File: src/rtl/idma_channel_arbiter_if.sv
// rtl/idma_channel_arbiter_if.sv - channel-side and backend-side signals of the iDMA channel arbiter
interface idma_channel_arbiter_if #(
    parameter int  NumChannels = 4,
    parameter type burst_req_t = logic
);
    burst_req_t             ch_req_i [NumChannels];
    logic [NumChannels-1:0] ch_valid_i;
    logic [NumChannels-1:0] ch_ready_o;
    logic [NumChannels-1:0] ch_done_o;
    logic [NumChannels-1:0] ch_busy_o;
    burst_req_t             burst_req_o;
    logic                   valid_o;
    logic                   ready_i;
    logic                   trans_complete_i;
    logic                   idle_o;
    logic                   err_o;

    modport slave (
        input  ch_req_i, ch_valid_i, ready_i, trans_complete_i,
        output ch_ready_o, ch_done_o, ch_busy_o, burst_req_o, valid_o, idle_o, err_o
    );

    modport master (
        output ch_req_i, ch_valid_i, ready_i, trans_complete_i,
        input  ch_ready_o, ch_done_o, ch_busy_o, burst_req_o, valid_o, idle_o, err_o
    );
endinterface

File: src/rtl/idma_channel_arbiter.sv
// rtl/idma_channel_arbiter.sv - round-robin sharing of one iDMA backend with in-order completion routing
module idma_channel_arbiter #(
    parameter int  NumChannels    = 4,
    parameter int  MaxOutstanding = 8,
    parameter type burst_req_t    = logic
) (
    input  logic                 clk_i,
    input  logic                 rst_ni,
    idma_channel_arbiter_if.slave bus
);
    localparam int IdxW = $clog2(NumChannels);
    localparam int PtrW = (MaxOutstanding > 1) ? $clog2(MaxOutstanding) : 1;
    localparam int CntW = $clog2(MaxOutstanding + 1);

    logic [IdxW-1:0] r_rr_ptr;
    logic [IdxW-1:0] r_lock_idx;
    logic            r_locked;
    logic [IdxW-1:0] r_fifo [MaxOutstanding];
    logic [PtrW-1:0] r_wptr;
    logic [PtrW-1:0] r_rptr;
    logic [CntW-1:0] r_count;
    logic [CntW-1:0] r_ch_cnt [NumChannels];

    logic            w_grant_vld;
    logic [IdxW-1:0] w_grant_idx;
    logic [IdxW-1:0] w_cand;
    int              w_scan;
    logic            w_full;
    logic            w_empty;
    logic            w_valid;
    logic            w_handshake;
    logic            w_pop;
    logic [IdxW-1:0] w_head;
    burst_req_t      w_req;

    function automatic logic [PtrW-1:0] ptr_inc(input logic [PtrW-1:0] p);
        return (p == PtrW'(MaxOutstanding - 1)) ? '0 : p + 1'b1;
    endfunction

    // Scan offsets from the top down so the smallest offset from rr_ptr is written last and wins.
    always_comb begin
        w_grant_vld = 1'b0;
        w_grant_idx = '0;
        w_scan      = 0;
        w_cand      = '0;
        if (r_locked) begin
            w_grant_vld = 1'b1;
            w_grant_idx = r_lock_idx;
        end else begin
            for (int k = NumChannels - 1; k >= 0; k--) begin
                w_scan = (int'(r_rr_ptr) + k) % NumChannels;
                w_cand = IdxW'(w_scan);
                if (bus.ch_valid_i[w_cand]) begin
                    w_grant_vld = 1'b1;
                    w_grant_idx = w_cand;
                end
            end
        end
    end

    assign w_full      = (r_count == CntW'(MaxOutstanding));
    assign w_empty     = (r_count == '0);
    assign w_valid     = rst_ni & w_grant_vld & ~w_full;
    assign w_handshake = w_valid & bus.ready_i;
    assign w_head      = r_fifo[r_rptr];
    assign w_pop       = rst_ni & bus.trans_complete_i & ~w_empty;

    assign bus.valid_o = w_valid;
    assign bus.err_o   = rst_ni & bus.trans_complete_i & w_empty;
    assign bus.idle_o  = w_empty;

    always_comb begin
        bus.ch_ready_o = '0;
        bus.ch_done_o  = '0;
        w_req          = '0;
        if (w_handshake) bus.ch_ready_o[w_grant_idx] = 1'b1;
        if (w_pop)       bus.ch_done_o[w_head]       = 1'b1;
        if (w_grant_vld) w_req = bus.ch_req_i[w_grant_idx];
        bus.burst_req_o = w_req;
    end

    for (genvar g = 0; g < NumChannels; g++) begin : g_busy
        assign bus.ch_busy_o[g] = (r_ch_cnt[g] != '0);
    end

    always_ff @(posedge clk_i) begin
        if (!rst_ni) begin
            r_rr_ptr   <= '0;
            r_locked   <= 1'b0;
            r_lock_idx <= '0;
            r_wptr     <= '0;
            r_rptr     <= '0;
            r_count    <= '0;
            for (int i = 0; i < NumChannels; i++) r_ch_cnt[i] <= '0;
        end else begin
            if (w_handshake) begin
                r_fifo[r_wptr] <= w_grant_idx;
                r_wptr         <= ptr_inc(r_wptr);
                r_rr_ptr       <= (w_grant_idx == IdxW'(NumChannels - 1)) ? '0 : w_grant_idx + 1'b1;
                r_locked       <= 1'b0;
            end else if (w_valid) begin
                // Backend stalled: freeze this grant so later requests cannot preempt it.
                r_locked   <= 1'b1;
                r_lock_idx <= w_grant_idx;
            end
            if (w_pop) r_rptr <= ptr_inc(r_rptr);
            if (w_handshake && !w_pop)      r_count <= r_count + 1'b1;
            else if (w_pop && !w_handshake) r_count <= r_count - 1'b1;
            for (int i = 0; i < NumChannels; i++) begin
                if (bus.ch_ready_o[i] && !bus.ch_done_o[i])      r_ch_cnt[i] <= r_ch_cnt[i] + 1'b1;
                else if (bus.ch_done_o[i] && !bus.ch_ready_o[i]) r_ch_cnt[i] <= r_ch_cnt[i] - 1'b1;
            end
        end
    end
endmodule

File: src/flat_wrapper.sv
// flat-port wrapper written by rule: the top's interface ports become plain ports
module idma_channel_arbiter_flat 
#(
    parameter int  NumChannels    = 4,
    parameter int  MaxOutstanding = 8,
    parameter type burst_req_t    = logic
)
  (clk_i, rst_ni, bus_ch_req_i, bus_ch_valid_i, bus_ready_i, bus_trans_complete_i, bus_ch_ready_o, bus_ch_done_o, bus_ch_busy_o, bus_burst_req_o, bus_valid_o, bus_idle_o, bus_err_o);
  idma_channel_arbiter_if #(.NumChannels(NumChannels), .burst_req_t(burst_req_t)) bus_i ();
  input  logic clk_i;
  input  logic rst_ni;
  input wire logic [$bits(bus_i.ch_req_i)-1:0] bus_ch_req_i;
  input wire logic [$bits(bus_i.ch_valid_i)-1:0] bus_ch_valid_i;
  input wire logic [$bits(bus_i.ready_i)-1:0] bus_ready_i;
  input wire logic [$bits(bus_i.trans_complete_i)-1:0] bus_trans_complete_i;
  output wire logic [$bits(bus_i.ch_ready_o)-1:0] bus_ch_ready_o;
  output wire logic [$bits(bus_i.ch_done_o)-1:0] bus_ch_done_o;
  output wire logic [$bits(bus_i.ch_busy_o)-1:0] bus_ch_busy_o;
  output wire logic [$bits(bus_i.burst_req_o)-1:0] bus_burst_req_o;
  output wire logic [$bits(bus_i.valid_o)-1:0] bus_valid_o;
  output wire logic [$bits(bus_i.idle_o)-1:0] bus_idle_o;
  output wire logic [$bits(bus_i.err_o)-1:0] bus_err_o;
  assign bus_i.ch_req_i = {>>{bus_ch_req_i}};
  assign bus_i.ch_valid_i = bus_ch_valid_i;
  assign bus_i.ready_i = bus_ready_i;
  assign bus_i.trans_complete_i = bus_trans_complete_i;
  assign bus_ch_ready_o = bus_i.ch_ready_o;
  assign bus_ch_done_o = bus_i.ch_done_o;
  assign bus_ch_busy_o = bus_i.ch_busy_o;
  assign bus_burst_req_o = bus_i.burst_req_o;
  assign bus_valid_o = bus_i.valid_o;
  assign bus_idle_o = bus_i.idle_o;
  assign bus_err_o = bus_i.err_o;
  idma_channel_arbiter #(.NumChannels(NumChannels), .MaxOutstanding(MaxOutstanding), .burst_req_t(burst_req_t)) u_core (.clk_i(clk_i), .rst_ni(rst_ni), .bus(bus_i));
endmodule
File: config.mk
export PLATFORM = sky130hd
export DESIGN_NAME = idma_channel_arbiter_flat
export DESIGN_NICKNAME = d
export VERILOG_FILES = /design/src/rtl/idma_channel_arbiter_if.sv /design/src/rtl/idma_channel_arbiter.sv /design/src/flat_wrapper.sv
export SDC_FILE = /design/constraint.sdc
export NUM_CORES = 1
export LEC_CHECK = 0
export BUFFER_PORTS_ARGS = -buffer_cell sky130_fd_sc_hd__buf_2
export CAP_MARGIN = 20
export CORE_ASPECT_RATIO = 1.1
export CORE_MARGIN = 2
export CORE_UTILIZATION = 60
export CTS_CLUSTER_DIAMETER = 40
export DETAILED_ROUTE_END_ITERATION = 6
export GPL_TIMING_DRIVEN = 0
export MAX_ROUTING_LAYER = met4
export PLACE_DENSITY_LB_ADDON = 0.05
export SLEW_MARGIN = 25
export SYNTH_ARGS = -nofsm -noshare
export SYNTH_HDL_FRONTEND = slang
export SYNTH_SLANG_ARGS = --single-unit
File: constraint.sdc
create_clock -name clk_i -period 9 [get_ports clk_i]
set_clock_uncertainty 0.05 [all_clocks]
set_input_delay 0 -clock clk_i [delete_from_list [all_inputs] [get_ports clk_i]]
set_output_delay 0 -clock clk_i [all_outputs]
set_load 0.005 [all_outputs]
# --- Word level (Yosys, flattened, before mapping) ---
# Memories as Yosys holds them, arrays and structs flattened. A register that Yosys moved wholly into a read port is not among the register bits.
# Index checks and enable logic that the tools add are counted.
# Widths: inputs -> output; s select.
classes:
  n_reduce_logical: 30
  mux: 75
  addsub: 16
  order_cmp: 9
  eq_ne: 4
  n_bitwise: 19
ops:
  columns: ["cell", "count"]
  rows:
  - ["$mux 4", 12]
  - ["$mux 1", 46]
  - ["$add 4x1->4 const B", 5]
  - ["$sub 4x1->4 const B", 5]
  - ["$lt 2x3->1 const B", 6]
  - ["$reduce_bool 4->1", 4]
  - ["$logic_and 1x1->1", 12]
  - ["$mux 2", 6]
  - ["$mux 3", 4]
  - ["$bmux 1 s2", 5]
  - ["$logic_not 1->1", 10]
  - ["$or 1x1->1", 8]
  - ["$add 3x1->3 const B", 2]
  - ["$and 1x1->1", 6]
  - ["$eq 3x3->1 const B", 2]
  - ["$add 2x1->2 const B", 2]
  - ["$add 2x2->2 const B", 2]
  - ["$demux 1 s2", 2]
  - ["$eq 4x4->1 const B", 1]
  - ["$ge 2x1->1 const B", 2]
  - ["$logic_not 4->1", 1]
  - ["$not 1->1", 4]
  - ["$ge 3x3->1 const B", 1]
  - ["$not 2->3", 1]
  - ["other kinds (4)", 4]
totals:
  wordCells: 161
  mem_bits_rw: 32
  output_inout_bits: 16
  inputBits: 12
  register_bits: 15
  n_memories: 2
mem_list:
  columns: ["name", "words", "width", "read_ports", "rd_ports_with_merged_regs", "write_ports", "line_no", "rtl"]
  rows:
  - ["u_core.r_ch_cnt", 4, 4, 4, 0, 4, "idma_channel_arbiter.sv:22", "logic [CntW-1:0] r_ch_cnt [NumChannels];"]
  - ["u_core.r_fifo", 8, 2, 1, 1, 1, "idma_channel_arbiter.sv:18", "logic [IdxW-1:0] r_fifo [MaxOutstanding];"]

# --- Depth between registers and ports, before layout ---
logic_depth:
  ltp_word: 20
  ltp_mapped: 15
  ltp_nobuf: 15

# --- Worst setup path before layout ---
# Ideal clock, no wire load.
synth_timing:
  kind: "register -> register"
  startpoint: "reg u_core.r_rr_ptr[0]"
  endpoint: "mem u_core.r_ch_cnt[0][3] (netlist bit), data pin"
  slack_ns: 5.707
  setup_time_ns: 0.272
  arrival_time_ns: 2.971
  path_stages_with_launch: 15
  required_time_ns: 8.678
  period_less_slack_ns: 3.293
  path_buffers: 0
  cell_sequence: "dfxtp_1 > inv_1 > a221oi_1 > a21oi_1 > o31ai_1 > inv_1 > ha_1 > nand2_1 > nand2_1 > inv_1 > ha_1 > a21o_1 > a21oi_1 > xnor2_1 > o22ai_1"
synth_lines:
  columns: ["element", "line_no", "rtl"]
  rows:
  - ["start: declaration", "idma_channel_arbiter.sv:15", "logic [IdxW-1:0] r_rr_ptr;"]
  - ["start signal: assignment", "idma_channel_arbiter.sv:99", "r_rr_ptr <= (w_grant_idx == IdxW'(NumChannels - 1)) ? '0 : w_grant_idx + 1'b1;"]
  - ["end: declaration", "idma_channel_arbiter.sv:22", null]

==> results.txt <==
Dominant synthesized flop cell: edfxtp_1
Post-route DRC: 0
Port Buf Inserts: 27
Final layout net count: 350
CP most frequent cell: inv_1
Final WL: 5334 um
Worst hold path class: input pin to flop
Critical Path Sink Type: flop
Die area: 0.005409 mm2
Layout fillers: 371
Post-synth top area cell: edfxtp_1
RR Startpoint: u_core.r_rr_ptr[0]
Ys Warns: 0
HP Start: bus_ready_i
TritonRoute pass-1 iters: 4
Die W: 70.31 um
Max-slew violation count: 0
Post-Synthesis Cell Area: 0.002902 mm2
Max-slew headroom: 42.64%
Final std cells w/o fill: 371
CP Class: flop to flop
Syn Area/Cell: 10.36 um2
CTS root buffer: clkbuf_8
Final setup fails: 0
First-pass GRT wire length: 9156 um
Total Routing Usage GR: 22.00%
Clock Sinks: 50
Buffer count from post-CTS setup fixing: 0
WL/cell: 14.38 um
# rows: 26
Num CTS Buffers: 5
Yosys top cell area share: 33.12%
Final min period: 3.717 ns
Number of instances in the placed design: 363
EDFF count, synth: 32
Core Util, Final: 69.34%
Vias: 2067
Synth-to-Final Area Change: 11.17%
Fmax: 0.2691 GHz
Distinct cell type count after synthesis: 53
Max-cap violation count: 0
WP data required: 9.11 ns
Vias per cell: 5.571
Clock Path Buffers: 2
Hold Slack: 0.03394 ns
Largest net degree at the start of global routing: 17
Peak supply drop: 0.1365 mV
Seq cells post-synth: 50
Tcrit/Tclk final: 41.30%
P per Cell Area: 232.5 mW/mm2
Most common cell after layout, fill and taps aside: nand2_1
Initial Util: 62.37%
Post-route setup TNS: 0 ns
Register area share after synthesis: 45.54%
Vias in the first global route: 1999
Ant. Diodes: 0
Fraction of registers with async set or reset after synthesis: 0%
Critical-path cell list: inv_1, a221oi_1, a21oi_1, o31ai_2, inv_1, ha_1, nand2_1, nand2_1, inv_1, ha_1, a21o_1, a21oi_1, xnor2_1, nand3_1, o22ai_1
Crit path DAT: 3.82 ns
Drt first-iter violations: 70
Clock Latency Late Sink: 0.31 ns
Worst setup SP type: flop
Syn_nets: 316
Crit path from: u_core.r_rr_ptr[0]
Final Hold Vio Count: 0
Share of layout cells above drive strength 1: 16.51%
Placer congestion estimate: 0.7769
Boundary Pins: 28
ANT nets after route: 0
Leak: 1.403 nW
CTS resizes: 0
Worst reg-to-reg setup slack: 5.28 ns
DP Wirelength: 4029 um
Max stage delay on crit path: 0.74 ns
Core Area: 0.004652 mm2
Die Y: 76.94 um
Worst-Margin Slew: 0.8552 ns
Max H-tree Level: 2
CTS tree: built
Hold_buf cts: 0
RSZ-0062 raised after global routing: false
Commonest cells after routing, fill and taps aside: nand2_1, edfxtp_1, buf_2, inv_1, nor2_1
Outcome: complete, no violations
Highest net fanout along the worst path: 12
Largest cells by area after synthesis: edfxtp_1, dfxtp_1, ha_1
Slowest stage cell, crit path: o31ai_2
Post-Synthesis Cells: 280
Initial antenna violation count: 0
Gr ovfl total: 0
CTS clk-pin slew, worst paths: 0.09 ns
==> final cells by class <==
type	instances	area (um2)	area share, %
Buffer	6	37.54	1.164
Clock buffer	5	68.82	2.133
Clock inverter	3	45.04	1.396
Inverter	27	101.3	3.142
Multi-Input combinational cell	197	1446	44.84
Sequential cell	50	1321	40.96
Tap cell	56	70.07	2.172
Timing Repair Buffer	27	135.1	4.189
==> worst max-delay path: cells and delay by family (launching register included) <==
kind,cells,cell delay [ns]
compound gates,6,1.59
fa+ha+maj,2,0.54
buf+inv,3,0.46
flops,1,0.40
simple gates,3,0.35
xor+xnor,1,0.17
==> synthesized netlist by cell type (all sizes together), types with 3 or more instances <==
cell,n
nor2b,6
and2,6
o21ai,5
and3,3
xor2,6
ha,20
a211oi,3
mux2i,5
nand2b,4
or4,5
clkbuf,4
o22ai,4
nor2,25
fa,4
o21a,3
edfxtp,32
xnor2,6
a21oi,9
inv,27
nor3,6
nand2,35
a21o,4
dfxtp,18
nand3,9
a21boi,4
==> logic make-up after synthesis <==
kind of cell	synth area share (%)
compound gates	12.12
xor+xnor	3.881
fa+ha+maj	11.38
buf+inv	4.786
flops	45.54
mux	4.183
simple gates	18.11
==> flip-flops by register name, summed over array words and instances, names as in the netlist, named ones only <==
| register | flops |
|---|---|
| u_core.r_ch_cnt | 16 |
| u_core.r_fifo | 16 |
| u_core.r_count | 4 |
| u_core.r_rptr | 3 |
| u_core.r_wptr | 3 |
| u_core.r_lock_idx | 2 |
| u_core.r_rr_ptr | 2 |
| u_core.r_locked | 1 |
==> report_power, final <==
group	total, W	internal, W	leakage (nW)	switching, W
clock	0.000161	0.0000827	0.0504	0.0000786
combinational	0.000265	0.000118	0.892	0.000146
sequential	0.000324	0.000290	0.461	0.0000337
total	0.000750	0.000491	1.40	0.000259
==> per-stage QoR <==
stage | worst slack [ns] | area, um2 | power, W
6_report | 5.283 | 3226 | 0.0007500
5_1_grt | 4.898 | 3226 | 0.0008048
4_1_cts | 5.227 | 3226 | 0.0007557
3_5_place_dp | 5.257 | 3112 | 0.0005938
3_3_place_gp | 4.864 | 3107 | 0.0005834
2_1_floorplan | 5.707 | 2902 | 0.0005216
==> per-layer routing <==
layer / up-vias / GRT usage, % / routed length [um]
met2: 39 / 35.00 / 2556
met3: 10 / 3.417 / 162
li1: 1053 / - / -
met4: 0 / 8.654 / 106
met1: 965 / 28.34 / 2509
met5: - / - / 0
==> final timing paths <==
kind                                 to  cells past startpoint
hold / removal          u_core.r_locked                      3
setup reg to reg  u_core.r_ch_cnt[2][3]                     15
setup / recovery  u_core.r_ch_cnt[2][3]                     15
hold reg to reg                    flop                      2
Note: power is estimated with default switching activity, not from simulation.
